File: config.mk
export PLATFORM = sky130hd
export DESIGN_NAME = vertex_sequencer
export DESIGN_NICKNAME = d
export VERILOG_FILES = /design/src/rtl/gfx_pkg.sv /design/src/rtl/vertex_sequencer.sv
export SDC_FILE = /design/constraint.sdc
export NUM_CORES = 1
export LEC_CHECK = 0
export ABC_AREA = 1
export BUFFER_PORTS_ARGS = -buffer_cell sky130_fd_sc_hd__buf_2
export CAP_MARGIN = 5
export CORE_AREA = 2 2 280 282
export CTS_BUF_LIST = sky130_fd_sc_hd__clkbuf_8
export CTS_CLUSTER_SIZE = 8
export DETAILED_ROUTE_END_ITERATION = 8
export DIE_AREA = 0 0 282 284
export PLACE_DENSITY = 0.36
export SYNTH_ARGS = -nofsm -noshare
export SYNTH_HDL_FRONTEND = slang
export SYNTH_SLANG_ARGS = --single-unit
File: constraint.sdc
create_clock -name clock -period 14.49 [get_ports clock]
set_clock_uncertainty 0.15 [all_clocks]
set_input_delay 2.898 -clock clock [delete_from_list [all_inputs] [get_ports clock]]
set_output_delay 2.898 -clock clock [all_outputs]
set_load 0.03 [all_outputs]
File: src/rtl/gfx_pkg.sv
// rtl/gfx_pkg.sv - shared graphics types, constants and vertex_sequencer state encoding
package gfx_pkg;

   // One vertex or pose position: three IEEE-754 single-precision floats
   typedef struct packed {
      logic [31:0] x;
      logic [31:0] y;
      logic [31:0] z;
   } vec3_t;

   localparam logic [31:0] FLOAT_ONE     = 32'h3f80_0000;
   localparam int          VERTEX_WORD_W = 96;

   // Frame sequencer states
   typedef enum logic [3:0] {
      ST_IDLE,
      ST_POSE_START,
      ST_POSE_WAIT,
      ST_FETCH,
      ST_FETCH_WAIT,
      ST_XFORM_START,
      ST_XFORM_WAIT,
      ST_EMIT,
      ST_DONE
   } seq_state_t;

   // Vertex memory word layout is {x, y, z} with x in the top bits
   function automatic vec3_t unpack_vertex(input logic [VERTEX_WORD_W-1:0] word);
      vec3_t v;
      v.x = word[95:64];
      v.y = word[63:32];
      v.z = word[31:0];
      return v;
   endfunction

   function automatic logic [VERTEX_WORD_W-1:0] pack_vertex(input vec3_t v);
      return {v.x, v.y, v.z};
   endfunction

endpackage

File: src/rtl/vertex_sequencer.sv
// rtl/vertex_sequencer.sv - per-frame pose update and vertex streaming through mvp_matrix
module vertex_sequencer
   import gfx_pkg::*;
#(
   parameter int VERT_AW = 10
)
(
   input  logic               clock,
   input  logic               reset,
   input  logic               frame_start,
   input  logic [VERT_AW:0]   vertex_count,
   input  logic [31:0]        roll,
   input  logic [31:0]        pitch,
   input  logic [31:0]        yaw,
   input  logic [31:0]        cam_x,
   input  logic [31:0]        cam_y,
   input  logic [31:0]        cam_z,
   output logic [VERT_AW-1:0] vert_addr,
   input  logic [95:0]        vert_data,
   output logic               mvp_start,
   output logic               mvp_update,
   output logic [31:0]        mvp_roll,
   output logic [31:0]        mvp_pitch,
   output logic [31:0]        mvp_yaw,
   output logic [31:0]        mvp_x,
   output logic [31:0]        mvp_y,
   output logic [31:0]        mvp_z,
   input  logic               mvp_done,
   input  logic [31:0]        mvp_ox,
   input  logic [31:0]        mvp_oy,
   input  logic [31:0]        mvp_oz,
   output logic               out_valid,
   input  logic               out_ready,
   output logic [31:0]        out_x,
   output logic [31:0]        out_y,
   output logic [31:0]        out_z,
   output logic [VERT_AW-1:0] out_index,
   output logic               busy,
   output logic               frame_done,
   output logic               frame_overrun
);

   // Largest vertex count a frame may request: the whole vertex memory
   localparam logic [VERT_AW:0] MAX_COUNT = {1'b1, {VERT_AW{1'b0}}};
   localparam logic [VERT_AW:0] ONE_IDX   = {{VERT_AW{1'b0}}, 1'b1};

   seq_state_t         state;
   logic [VERT_AW:0]   count_q;
   logic [VERT_AW-1:0] index_q;
   logic [VERT_AW:0]   next_index;
   vec3_t              xform_in;

   // One wider than the index so the last vertex of a full memory compares correctly
   assign next_index = {1'b0, index_q} + ONE_IDX;

   assign vert_addr = index_q;
   assign mvp_x     = xform_in.x;
   assign mvp_y     = xform_in.y;
   assign mvp_z     = xform_in.z;
   assign busy      = (state != ST_IDLE);

   // Frame FSM; start/update/done/overrun are registered one-cycle pulses, and
   // xform_in holds the camera during the pose pass and the vertex during a transform pass
   always_ff @(posedge clock or posedge reset) begin
      if (reset) begin
         state         <= ST_IDLE;
         count_q       <= '0;
         index_q       <= '0;
         xform_in      <= '0;
         mvp_roll      <= '0;
         mvp_pitch     <= '0;
         mvp_yaw       <= '0;
         mvp_start     <= 1'b0;
         mvp_update    <= 1'b0;
         out_valid     <= 1'b0;
         out_x         <= '0;
         out_y         <= '0;
         out_z         <= '0;
         out_index     <= '0;
         frame_done    <= 1'b0;
         frame_overrun <= 1'b0;
      end else begin
         mvp_start     <= 1'b0;
         mvp_update    <= 1'b0;
         frame_done    <= 1'b0;
         frame_overrun <= 1'b0;

         // A new frame request while a frame is in flight is dropped and flagged
         if (frame_start && (state != ST_IDLE)) begin
            frame_overrun <= 1'b1;
         end

         case (state)
            ST_IDLE: begin
               if (frame_start) begin
                  mvp_roll   <= roll;
                  mvp_pitch  <= pitch;
                  mvp_yaw    <= yaw;
                  xform_in   <= '{x: cam_x, y: cam_y, z: cam_z};
                  count_q    <= (vertex_count > MAX_COUNT) ? MAX_COUNT : vertex_count;
                  index_q    <= '0;
                  mvp_start  <= 1'b1;
                  mvp_update <= 1'b1;
                  state      <= ST_POSE_START;
               end
            end
            ST_POSE_START: begin
               state <= ST_POSE_WAIT;
            end
            ST_POSE_WAIT: begin
               if (mvp_done) begin
                  if (count_q != '0) begin
                     state <= ST_FETCH;
                  end else begin
                     frame_done <= 1'b1;
                     state      <= ST_DONE;
                  end
               end
            end
            ST_FETCH: begin
               state <= ST_FETCH_WAIT;
            end
            ST_FETCH_WAIT: begin
               xform_in  <= unpack_vertex(vert_data);
               mvp_start <= 1'b1;
               state     <= ST_XFORM_START;
            end
            ST_XFORM_START: begin
               state <= ST_XFORM_WAIT;
            end
            ST_XFORM_WAIT: begin
               if (mvp_done) begin
                  out_x     <= mvp_ox;
                  out_y     <= mvp_oy;
                  out_z     <= mvp_oz;
                  out_index <= index_q;
                  out_valid <= 1'b1;
                  state     <= ST_EMIT;
               end
            end
            ST_EMIT: begin
               if (out_ready) begin
                  out_valid <= 1'b0;
                  index_q   <= next_index[VERT_AW-1:0];
                  if (next_index == count_q) begin
                     frame_done <= 1'b1;
                     state      <= ST_DONE;
                  end else begin
                     state <= ST_FETCH;
                  end
               end
            end
            ST_DONE: begin
               state <= ST_IDLE;
            end
            default: begin
               state <= ST_IDLE;
            end
         endcase
      end
   end

endmodule

==> flow_summary.ini <==
[run_status]
status = finished, final reports clean

[min_path]
hold_class = register to register

[floorplan]
core_um2 = 77000
io_pins = 714
die_w_um = 282
start_util_pct = 17.4
die_height_um = 284
dieArea_um2 = 80100
num_rows = 102

[pwr]
powerDensity_nw_per_um2 = 251
irDropWorstVdd_mv = 0.146
power_leakage_nw = 10.5

[timing]
fmax_mhz = 198
min_period_over_period_pct = 34.9
postLayoutSetupSlackWorst_ns = 9.43
setup_tns_ns = 0
finalHoldViolCount = 0
setup_viol_count_final = 0
layout_min_cycle_time_ns = 5.06
rsz0062_at_grt = false
worstMarginPinSlew_ns = 1.04
maxSlewViolCount = 0
relSlewSlack_pct = 30.8
whs_ns = 0.314

[route]
drt_wl_total_um = 53000
ant_nets = 0
drtIter0Drc = 504
avgViaCountPerCell = 3.94
drtPass1Iterations = 6
avgRoutedWirePerCell_um = 17.0
num_vias = 12286
drcViolationCount = 0

[logic_synthesis]
async_flop_share_pct = 100
yosysMostFrequentCell = nand2_1
synth_area_leaders = dfrtp_1 (61%), nand2_1 (13%), mux2_2 (6.5%), a22oi_1 (5.4%), nand3_1 (4.9%)
synth_edf_count = 0
avgSynthCellArea_um2 = 10.3
synthCells = 1308
yosysUniqueCellTypes = 28
synth_top_area_share_pct = 61.2
synth_fp_nets = 1709
yosys_warnings = 0
synth_area_um2 = 13400
yosys_register_bits = 328
synth.yosys.seq_area_share_pct = 61.2
synth_commonest_cells = nand2_1 (457), dfrtp_1 (328), nand3_1 (130)
synth_top_flop_cell = dfrtp_1
yosys.area.top_type = dfrtp_1

[cells_and_area]
area_growth_pct = 44.9
final_nets = 2424
utilization_pct = 25.2
drive_above_1_share_pct = 44.7
final_area_um2 = 19400

[placement]
numPortBuffers = 713
place_ws_ns = 8.77
dpl.hpwl_um = 39000
gp_congestion = 0.824
placed_area_um2 = 18000

[clock_tree]
cts.reportedPaths.clkPinSlew_ns = 0.06
clk_latency_ns = 0.62
htree_levels = 3
cts_buffer_depth = 3
cts_buffers = 67
clock_sinks = 328
cts_tree = built
post_cts_resized = 0
clock-root-buffer = clkbuf_8
cts_hold_buf = 0
cts_setup_buffers = 0

[global_routing]
antenna_found_initial = 10
grt_pass1_vias = 12797
grt_max_degree = 127
grt_overflow = 0
grt_usage_pct = 12.8
grt_first_pass_wirelength_um = 78700

[critical_path]
critPathKind = input pin to register
worstPathMaxFanout = 113
end_kind = register
critPathArrivalTime_ns = 5.46
cp.required_ns = 14.89
startpoint_type = input pin

[flow_run]
maxCapViolCount = 0
## state kept, by name, summed over array words and instances, names as in the netlist, 11 cells and up
name       count
count_q       11
mvp_pitch     32
mvp_roll      32
mvp_x         32
mvp_y         32
mvp_yaw       32
mvp_z         32
out_x         32
out_y         32
out_z         32
## per-stage QoR
stage	power, mW	std cells
detailed placement	3.94	2994
CTS	4.98	3118
global placement	3.93	2994
finish	4.87	3120
global route	5.22	3119
floorplan	3.13	1308
## cell usage in the layout (no fill, tap or decap), drive strengths merged
master	netlist	final
buf	53	723
nand2	458	458
dfrtp	328	328
nand3	130	130
a22oi	96	96
mux2	96	96
clkbuf	24	85
inv	41	70
o21ai	29	29
nor2	23	23
clkinv	0	8
nand4	6	6
nor3	6	6
o22ai	5	5
a21oi	5	5
diode	0	2
nor4	2	2
a31oi	2	2
and2	1	1
o31ai	1	1
xnor2	1	1
ha	1	1
clkinvlp	0	1
bufinv	0	1
## final cells by class
class                   count  area [um2]
repair buffers            723        3660
clock buffers              85        1170
multi-input cells         862        4690
clock inverters            39         225
inverters                  41         168
fillers                  8499       57500
diodes                      2        5.00
well taps                1040        1300
flip-flops and latches    328        8210
## path summary, 6_finish.rpt
check	slack, ns	cells past startpoint	endpoint	start
worst max-delay path	9.43	8	mvp_z[27]$_DFFE_PP0P_	frame_start
worst min-delay path	0.31	2	mvp_yaw[6]$_DFFE_PP0P_	mvp_yaw[6]$_DFFE_PP0P_
worst max register to register	11.08	8	mvp_z[27]$_DFFE_PP0P_	state[0]$_DFFE_PP0P_
worst min register to register	0.31	2	mvp_yaw[6]$_DFFE_PP0P_	mvp_yaw[6]$_DFFE_PP0P_
max in group asynchronous	9.87	4	mvp_pitch[0]$_DFFE_PP0P_	reset
min in group asynchronous	2.24	2	mvp_z[6]$_DFFE_PP0P_	reset
## worst max-delay path, stage by stage
cell and delay, ns:
buf_2 0.11, inv_1 0.10, nor2_4 0.05, buf_4 0.30, inv_6 0.72, buf_4 0.80
nand3_1 0.18, nand2_1 0.11
## report_power, final
part / switching [mW] / internal, mW
Combinational: 1.61 / 0.693
Sequential: 0.226 / 1.35
Clock: 0.442 / 0.551
## cells by family (layout without fill, tap and decap cells)
family / after synthesis / count (layout) / synth area share [%]
AO/OA/AOI/OAI: 138 / 138 / 7.05
XOR/XNOR: 1 / 1 / 0.0653
adder cells (fa/ha/maj): 1 / 1 / 0.0933
buffers and inverters: 118 / 888 / 3.90
flip-flops: 328 / 328 / 61.2
multiplexers: 96 / 96 / 8.59
other: 0 / 2 / 0
AND/OR/NAND/NOR: 626 / 626 / 19.1
## layer usage
metal | up-vias | track usage [%] | part of all wire (%)
met5 | - | 0 | 0.18
met4 | 14 | 4.55 | 2.8
met3 | 94 | 4.19 | 8.7
met2 | 521 | 22.6 | 51
met1 | 5838 | 14.2 | 38
li1 | 5819 | - | -
(Power assumes the default switching activity.)
